===== src/rtl/regwb_arb.sv =====
`default_nettype none
// ============================================================================
// Module   : regwb_arb
// Purpose  : Two-source writeback arbiter for the 32x32 register bank.
//            Each source has a one-entry slot. Same-register writes keep
//            their arrival order. Optional macro REGWB_RR_EN selects
//            round-robin between eligible slots; otherwise B has priority.
// Revision : 1.0  initial release
// ============================================================================
module regwb_arb (
    input  logic        clk,
    input  logic        rst_n,
    input  logic        a_valid,
    output logic        a_ready,
    input  logic [4:0]  a_reg,
    input  logic [31:0] a_data,
    input  logic        b_valid,
    output logic        b_ready,
    input  logic [4:0]  b_reg,
    input  logic [31:0] b_data,
    output logic        regwrite,
    output logic [4:0]  wrreg,
    output logic [31:0] wrdata,
    output logic [31:0] pend_mask
);

    logic        a_full, b_full;
    logic [4:0]  a_reg_q, b_reg_q;
    logic [31:0] a_data_q, b_data_q;
    logic        a_older;
    logic        same_reg;
    logic        elig_a, elig_b;
    logic        grant_a, grant_b;
    logic        a_load, b_load;
    logic        a_keep, b_keep;

    assign same_reg = (a_reg_q == b_reg_q);

    // A slot holding a younger write to the same register must wait.
    assign elig_a = a_full && !(b_full && same_reg && !a_older);
    assign elig_b = b_full && !(a_full && same_reg && a_older);

`ifdef REGWB_RR_EN
    logic prio_a;

    assign grant_a = elig_a && (!elig_b || prio_a);

    always_ff @(posedge clk) begin
        if (!rst_n) begin
            prio_a <= 1'b1;
        end else if (grant_a) begin
            prio_a <= 1'b0;
        end else if (grant_b) begin
            prio_a <= 1'b1;
        end
    end
`else
    assign grant_a = elig_a && !elig_b;
`endif

    assign grant_b = elig_b && !grant_a;

    assign a_ready = !a_full || grant_a;
    assign b_ready = !b_full || grant_b;
    assign a_load  = a_valid && a_ready;
    assign b_load  = b_valid && b_ready;
    assign a_keep  = a_full && !grant_a;
    assign b_keep  = b_full && !grant_b;

    always_ff @(posedge clk) begin
        if (!rst_n) begin
            a_full   <= 1'b0;
            b_full   <= 1'b0;
            a_reg_q  <= 5'd0;
            b_reg_q  <= 5'd0;
            a_data_q <= 32'd0;
            b_data_q <= 32'd0;
            a_older  <= 1'b0;
        end else begin
            if (a_load) begin
                a_full   <= 1'b1;
                a_reg_q  <= a_reg;
                a_data_q <= a_data;
            end else if (grant_a) begin
                a_full <= 1'b0;
            end

            if (b_load) begin
                b_full   <= 1'b1;
                b_reg_q  <= b_reg;
                b_data_q <= b_data;
            end else if (grant_b) begin
                b_full <= 1'b0;
            end

            // The entry that stays behind is older than a newcomer; a tie goes to A.
            if (a_keep && b_load) begin
                a_older <= 1'b1;
            end else if (b_keep && a_load) begin
                a_older <= 1'b0;
            end else if (a_load && b_load) begin
                a_older <= 1'b1;
            end
        end
    end

    always_ff @(posedge clk) begin
        if (!rst_n) begin
            regwrite <= 1'b0;
            wrreg    <= 5'd0;
            wrdata   <= 32'd0;
        end else if (grant_a) begin
            regwrite <= (a_reg_q != 5'd0);
            wrreg    <= a_reg_q;
            wrdata   <= a_data_q;
        end else if (grant_b) begin
            regwrite <= (b_reg_q != 5'd0);
            wrreg    <= b_reg_q;
            wrdata   <= b_data_q;
        end else begin
            regwrite <= 1'b0;
        end
    end

    always_comb begin
        pend_mask = 32'd0;
        if (a_full) begin
            pend_mask = pend_mask | (32'd1 << a_reg_q);
        end
        if (b_full) begin
            pend_mask = pend_mask | (32'd1 << b_reg_q);
        end
        if (regwrite) begin
            pend_mask = pend_mask | (32'd1 << wrreg);
        end
        pend_mask[0] = 1'b0;
    end

endmodule
`default_nettype wire

===== config.mk =====
export PLATFORM = sky130hd
export DESIGN_NAME = regwb_arb
export DESIGN_NICKNAME = d
export VERILOG_FILES = /design/src/rtl/regwb_arb.sv
export SDC_FILE = /design/constraint.sdc
export NUM_CORES = 1
export LEC_CHECK = 0
export CELL_PAD_IN_SITES_DETAIL_PLACEMENT = 0
export CELL_PAD_IN_SITES_GLOBAL_PLACEMENT = 1
export CORE_MARGIN = 3
export CORE_UTILIZATION = 33
export CTS_BUF_LIST = sky130_fd_sc_hd__clkbuf_4
export DETAILED_ROUTE_END_ITERATION = 16
export GPL_TIMING_DRIVEN = 0
export PLACE_DENSITY = 0.8
export SYNTH_ARGS = -nofsm -noshare
export SYNTH_HDL_FRONTEND = slang
export SYNTH_SLANG_ARGS = --single-unit

===== constraint.sdc =====
create_clock -name clk -period 2.14 [get_ports clk]
set_input_delay 0.214 -clock clk [delete_from_list [all_inputs] [get_ports clk]]
set_output_delay 0.214 -clock clk [all_outputs]
set_load 0.01 [all_outputs]

==> results of run 1 <==
-- power by group --
group | internal [mW] | switching, mW
combinational | 0.594 | 0.507
clock | 0.694 | 0.803
sequential | 2.28 | 0.115
-- how the worst max path moves through the flow --
stage,start,endpoint,slack [ps],depth (start not counted)
after global routing,b_reg_q[0],b_ready,-270,8
final,a_reg_q[0],b_ready,-150,6
after CTS,a_reg_q[2],b_ready,-260,6
after floorplan,a_reg_q[4],a_data_q[10],10,8
after detailed placement,a_full,pend_mask[3],-560,6
after global placement,a_full,pend_mask[3],-560,6
-- critical path: cells and delay by family, from the launching register on --
| kind | cells | cell delay [ps] |
|---|---|---|
| AND/OR/NAND/NOR | 3 | 660 |
| buffers and inverters | 2 | 160 |
| AO/OA/AOI/OAI | 1 | 400 |
| flip-flops | 1 | 380 |
-- Yosys cell counts (5+ instances only) --
| library cell | n |
|---|---|
| a21oi_1 | 6 |
| a22oi_1 | 16 |
| a31oi_1 | 37 |
| buf_2 | 8 |
| clkbuf_1 | 37 |
| dfxtp_1 | 115 |
| inv_1 | 9 |
| mux2i_1 | 74 |
| nand2_1 | 177 |
| nor2_1 | 14 |
| nor2b_1 | 42 |
| nor3_1 | 5 |
| nor3b_1 | 6 |
| o21ai_0 | 52 |
| o221ai_1 | 7 |
| or3_1 | 5 |
-- area by class of cell --
type | instances | share of cell area, %
Clock inverter | 12 | 1.35
Sequential cell | 115 | 27.2
Multi-Input combinational cell | 484 | 37.8
Inverter | 10 | 0.509
Tap cell | 216 | 3.14
Clock buffer | 19 | 1.66
Buffer | 46 | 4.64
Timing Repair Buffer | 217 | 23.7
-- per-layer routing --
| metal | part of all wire (%) | up-vias | GRT usage [%] |
|---|---|---|---|
| li1 | - | 2764 | - |
| met1 | 44 | 2615 | 26.3 |
| met2 | 47 | 205 | 32.8 |
| met3 | 7.8 | 25 | 6.09 |
| met4 | 1.4 | 2 | 4.76 |
| met5 | 0.048 | - | 0 |
-- through the flow --
step	setup WS [ps]	std cells
3_5_place_dp	-564	1029
5_1_grt	-271	1119
2_1_floorplan	10.3	666
4_1_cts	-258	1102
6_report	-153	1119
3_3_place_gp	-562	1029
-- kinds of logic (layout without fill, tap and decap cells) --
logic type             after synthesis  count (layout)  synth area share (%)
XOR/XNOR                             3               3                 0.473
multiplexers                        74              74                  13.3
flip-flops                         115             115                  41.5
AO/OA/AOI/OAI                      138             138                  16.3
buffers and inverters               67             304                  6.62
AND/OR/NAND/NOR                    268             268                  21.7
other                                1               1                0.0675
-- state kept, by name (all words and copies together), names as in the netlist, 5 cells and up --
| name | flops |
|---|---|
| wrreg | 5 |
| b_reg_q | 5 |
| wrdata | 32 |
| b_data_q | 32 |
| a_reg_q | 5 |
| a_data_q | 32 |
-- what timing repair did --
item / in CTS / in global routing
endpoints found under the hold margin: 0 / 0
endpoints found under the setup margin: 145 / 141
gates cloned: 3 / 0
gates resized for setup: 207 / 98
buffers inserted: 48 / 19
pin swaps: 16 / 13
==> run metrics, run 1 <==
Hold Path Sink a_data_q[15]; Slew @ Worst Pin roughly 530 ps; core area roughly 16000 um^2; outcome complete, but fails checks; Iteration-0 DRC Markers approximately 300; # IOs 150; Antenna Cells 0; Worst-path clk slew around 100 ps; hold path start a_data[15]; # DRC 0; CTS Hold Bufs 0; Max Clock Freq approximately 0.44 GHz; Multi-input gate area about 3200 um^2; Cell Chain, Critical Path nor2b_4, a2111o_1, or3_4, nor2_4, inv_2, buf_6; hold crit path type input pin to register; 1st-pass router iterations 5; CTS sink cnt 115; R2R Path End a_data_q[6]; Critical Path Fanout Max 4; commonest cells after routing, fill and taps aside nand2_1 (172), clkdlybuf4s50_1 (114), dfxtp_1 (98); biggest cell delay along the critical path ~420 ps; sequential fraction of the synthesis area 41.5%; total grt overflow 0; Synth Warn # 0; Final Hold Slack approximately 260 ps; synth top area cells dfxtp_1 (41%), mux2i_1 (13%), nand2_1 (12%); CTS Buf Count 17; share of cells above drive strength 1 26.4%; Vias ~5600; DR vias/cell 5.01; Relative slew margins 64.5%; violated checks negative setup slack; worst reg2reg startpoint a_reg_q[0]; clk_lat worst skew around 500 ps; reg2reg path depth 9; register area between 2000 and 2500 um^2; synthesized area per cell approximately 8.3 um^2; Synth Instances between 600 and 700; EDFF count, synth 0; Starting Density about 34%; Core Util, Final approximately 53%; Post-Synthesis Cell Area 5550 um^2; Final Max Tran Viols 0; area leader, netlist dfxtp_1; fin area 8600 um^2; CP required 1930 ps; Post-DP Area between 7000 and 8000 um^2; most common cell after layout, fill and taps aside nand2_1; Yosys reg bits 115; Static Leak ~3.5 nW; vias in the first global route roughly 5400; CP arrival 2080 ps; Routed WL roughly 19000 um; Detail Route Antenna Nets 0; largest net degree at the start of global routing 17; detailed placement HPWL approximately 13000 um; H-tree levels 4; Crit. End Element output port; total power between 4 and 5 mW; GP Congestion around 0.9; Net Count, Synth approximately 740; crit path time final roughly 2300 ps; CTS tree done; RSZ-0062 raised after global routing true; Synth async-reset ratio 0%; WL per Instance about 17 um; area delta synth->final 54.9%; Fill cells 1532; Power per Cell Area 581 nW/um^2; critical path type register to output port; Fin. Hold Viols 0; Final WS setup -153 ps; Final Setup Violations 70; die area 18400 um^2; nets 969; final period utilization 107%; clock root cell clkbuf_4; Setup Total Neg Slack -3780 ps; hold depth 3; global-route wire length before repair 29200 um; I/O Buffers around 150; Clock Path Buffers 2; Synth Flop Type dfxtp_1; Distinct cells, synth 47; Max stage delay cell, worst path or3_4; width of the die between 100 and 150 um; Synth top area share between 40% and 50%; die height approximately 140 um; startpoint types register; Setup Skew 20.1 ps; worst vdd ir between 300 and 400 uV; Rows 46; maxcap violations 0; reg2reg setup slack -130 ps; GRT Util Overall about a fifth; antenna violations before repair 1
(Power assumes the default switching activity.)
==> inputs of run 2 (changes only) <==
GPL_ROUTABILITY_DRIVEN = 0   (was unset)
==> run metrics, run 2 (synthesis results as in run 1) <==
Slew @ Worst Pin 574 ps (+41.0 ps); Relative slew margins 61.8% (-2.7 points); Detail Route Antenna Nets 0 (unchanged); Cell Chain, Critical Path nor2b_4, a2111o_1, buf_4, buf_6, o41ai_4, buf_6, buf_6, buf_6, o21ai_1, a31oi_1; CP arrival 2810 ps (+730 ps); biggest regs a_data_q x32, b_data_q x32, wrdata x32; Crit. End Element register; Routed WL 19700 um (+5.3%); detailed placement HPWL 12700 um (-1.8%); reg2reg path depth 10 (+1); Fin. Hold Viols 0 (unchanged); WP depth 10 (+4); P_sw 1.48 mW (+4.1%); maxcap violations 0 (unchanged); # DRC 0 (unchanged); critical path type register to register; hold crit path type input pin to register; CTS Hold Bufs 0 (unchanged); sequential share of power 48.4% (+0.4 points); Clock Path Buffers 2 (unchanged); Final Max Tran Viols 0 (unchanged); Starting Density 34.3% (unchanged); Max Clock Freq 0.422 GHz (-3.3%); area delta synth->final 58.4%; I/O Buffers 147 (unchanged); core area 16200 um^2 (unchanged); Power per Cell Area 564 nW/um^2 (-2.9%); Critical Path Fanout Max 6 (+2); total power 4.96 mW (-0.77%); clock network power share 28.0% (-2.0 points); Setup Skew 15.4 ps (-4.73 ps); startpoint types register; Final Hold Slack 233 ps (-27.0 ps); largest net degree at the start of global routing 17 (unchanged); GRT Util Overall 20.4% (+0.29 points); share of cells above drive strength 1 26.2% (-0.11 points); H-tree levels 4 (unchanged); Iteration-0 DRC Markers 376 (+25%); width of the die 136 um (unchanged); total grt overflow 0 (unchanged); 1st-pass router iterations 5 (unchanged); global-route wire length before repair 29800 um (+2.1%); Core Util, Final 54.4% (+1.2 points); Logic pwr share 23.5% (+1.5 points); commonest cells after routing, fill and taps aside nand2_1 (174), clkdlybuf4s50_1 (114), dfxtp_1 (98); Final Setup Violations 114 (+63%); nets 968 (-0.10%); most common cell after layout, fill and taps aside nand2_1; WL per Instance 17.6 um (+5.3%); RSZ-0062 raised after global routing true; Vias 5748 (+2.4%); CTS tree done; outcome complete, but fails checks; WP buf/inv 5 (+3); Max stage delay cell, worst path a2111o_1; Final WS setup -230 ps (-77.7 ps); violated checks negative setup slack; clock root cell clkbuf_4; critical path's top delay family compound AO/OA/AOI/OAI gates; Rows 46 (unchanged); Pint 3.47 mW (-2.7%); die area 18400 um^2 (unchanged); Static Leak 3.50 nW (+1.5%); worst vdd ir 335 uV (-8.6%); biggest cell delay along the critical path 410 ps (about the same); CTS Buf Count 17 (unchanged); CP required 2580 ps (+650 ps); sw frac 29.9% (+1.4 points); clk_lat worst skew 520 ps (+20 ps); antenna violations before repair 1 (unchanged); crit path time final 2370 ps (+77.7 ps); Crit path top cell by count buf_6; hold depth 3 (unchanged); # IOs 150 (unchanged); DR vias/cell 5.13 (+2.4%); final period utilization 111% (+3.6 points); Worst-path clk slew 110 ps (about the same); vias in the first global route 5749 (+5.6%); CTS sink cnt 115 (unchanged); die height 136 um (unchanged)
-- run 2: cell type report --
class | count | area (um^2)
diodes | 1 | 2.50
plain buffers | 46 | 454
clock buffers | 18 | 135
clock inverters | 14 | 96.3
fillers | 1470 | 7380
inverters | 10 | 43.8
multi-input cells | 484 | 3270
flip-flops and latches | 115 | 2350
well taps | 216 | 270
repair buffers | 216 | 2170
-- run 2: final timing paths --
path                 from  slack [ps]      endpoint
min            a_data[18]         230  a_data_q[18]
min reg2reg  a_data_q[24]         460  a_data_q[24]
max            a_reg_q[0]        -230      wrreg[0]
max reg2reg    a_reg_q[0]        -230      wrreg[0]
-- run 2: metrics by stage --
step | setup WS (ps) | instance area, um^2 | instances | setup TNS, ps
after global placement | -473 | 7290 | 1029 | -39530
final | -230 | 8790 | 1120 | -11150
after floorplan | 10.3 | 5550 | 666 | 0
after CTS | -251 | 8270 | 1098 | -3390
after detailed placement | -494 | 7290 | 1029 | -43210
after global routing | -294 | 8790 | 1119 | -19360
-- run 2: what timing repair did --
| item | in CTS | in global routing |
|---|---|---|
| buffers inserted | 42 | 19 |
| cloned | 4 | 9 |
| endpoints found under the setup margin | 145 | 143 |
| resized for setup | 219 | 141 |
| pin swaps | 19 | 18 |
-- run 2: power groups by stage --
stage	clock network (mW)	logic (mW)	registers [mW]
after detailed placement	0	0.903	2.41
after floorplan	0	0.477	2.41
after CTS	1.42	1.04	2.39
after global placement	0	0.893	2.41
after global routing	1.51	1.25	2.42
final	1.39	1.17	2.40
-- run 2: layer usage --
layer | share of wire (%) | global-route usage, % | routed length [um]
met5 | 0.046 | 0 | 9
met4 | 2.7 | 8.51 | 536
met3 | 7.5 | 5.72 | 1490
met2 | 47 | 31.9 | 9220
met1 | 43 | 26.6 | 8470
-- run 2: worst reg2reg max path: stages (launching register included) --
cell	delay, ps
dfxtp_4	380
nor2b_4	120
a2111o_1	410
buf_4	150
buf_6	130
o41ai_4	380
buf_6	210
buf_6	130
buf_6	120
o21ai_1	80
a31oi_1	190
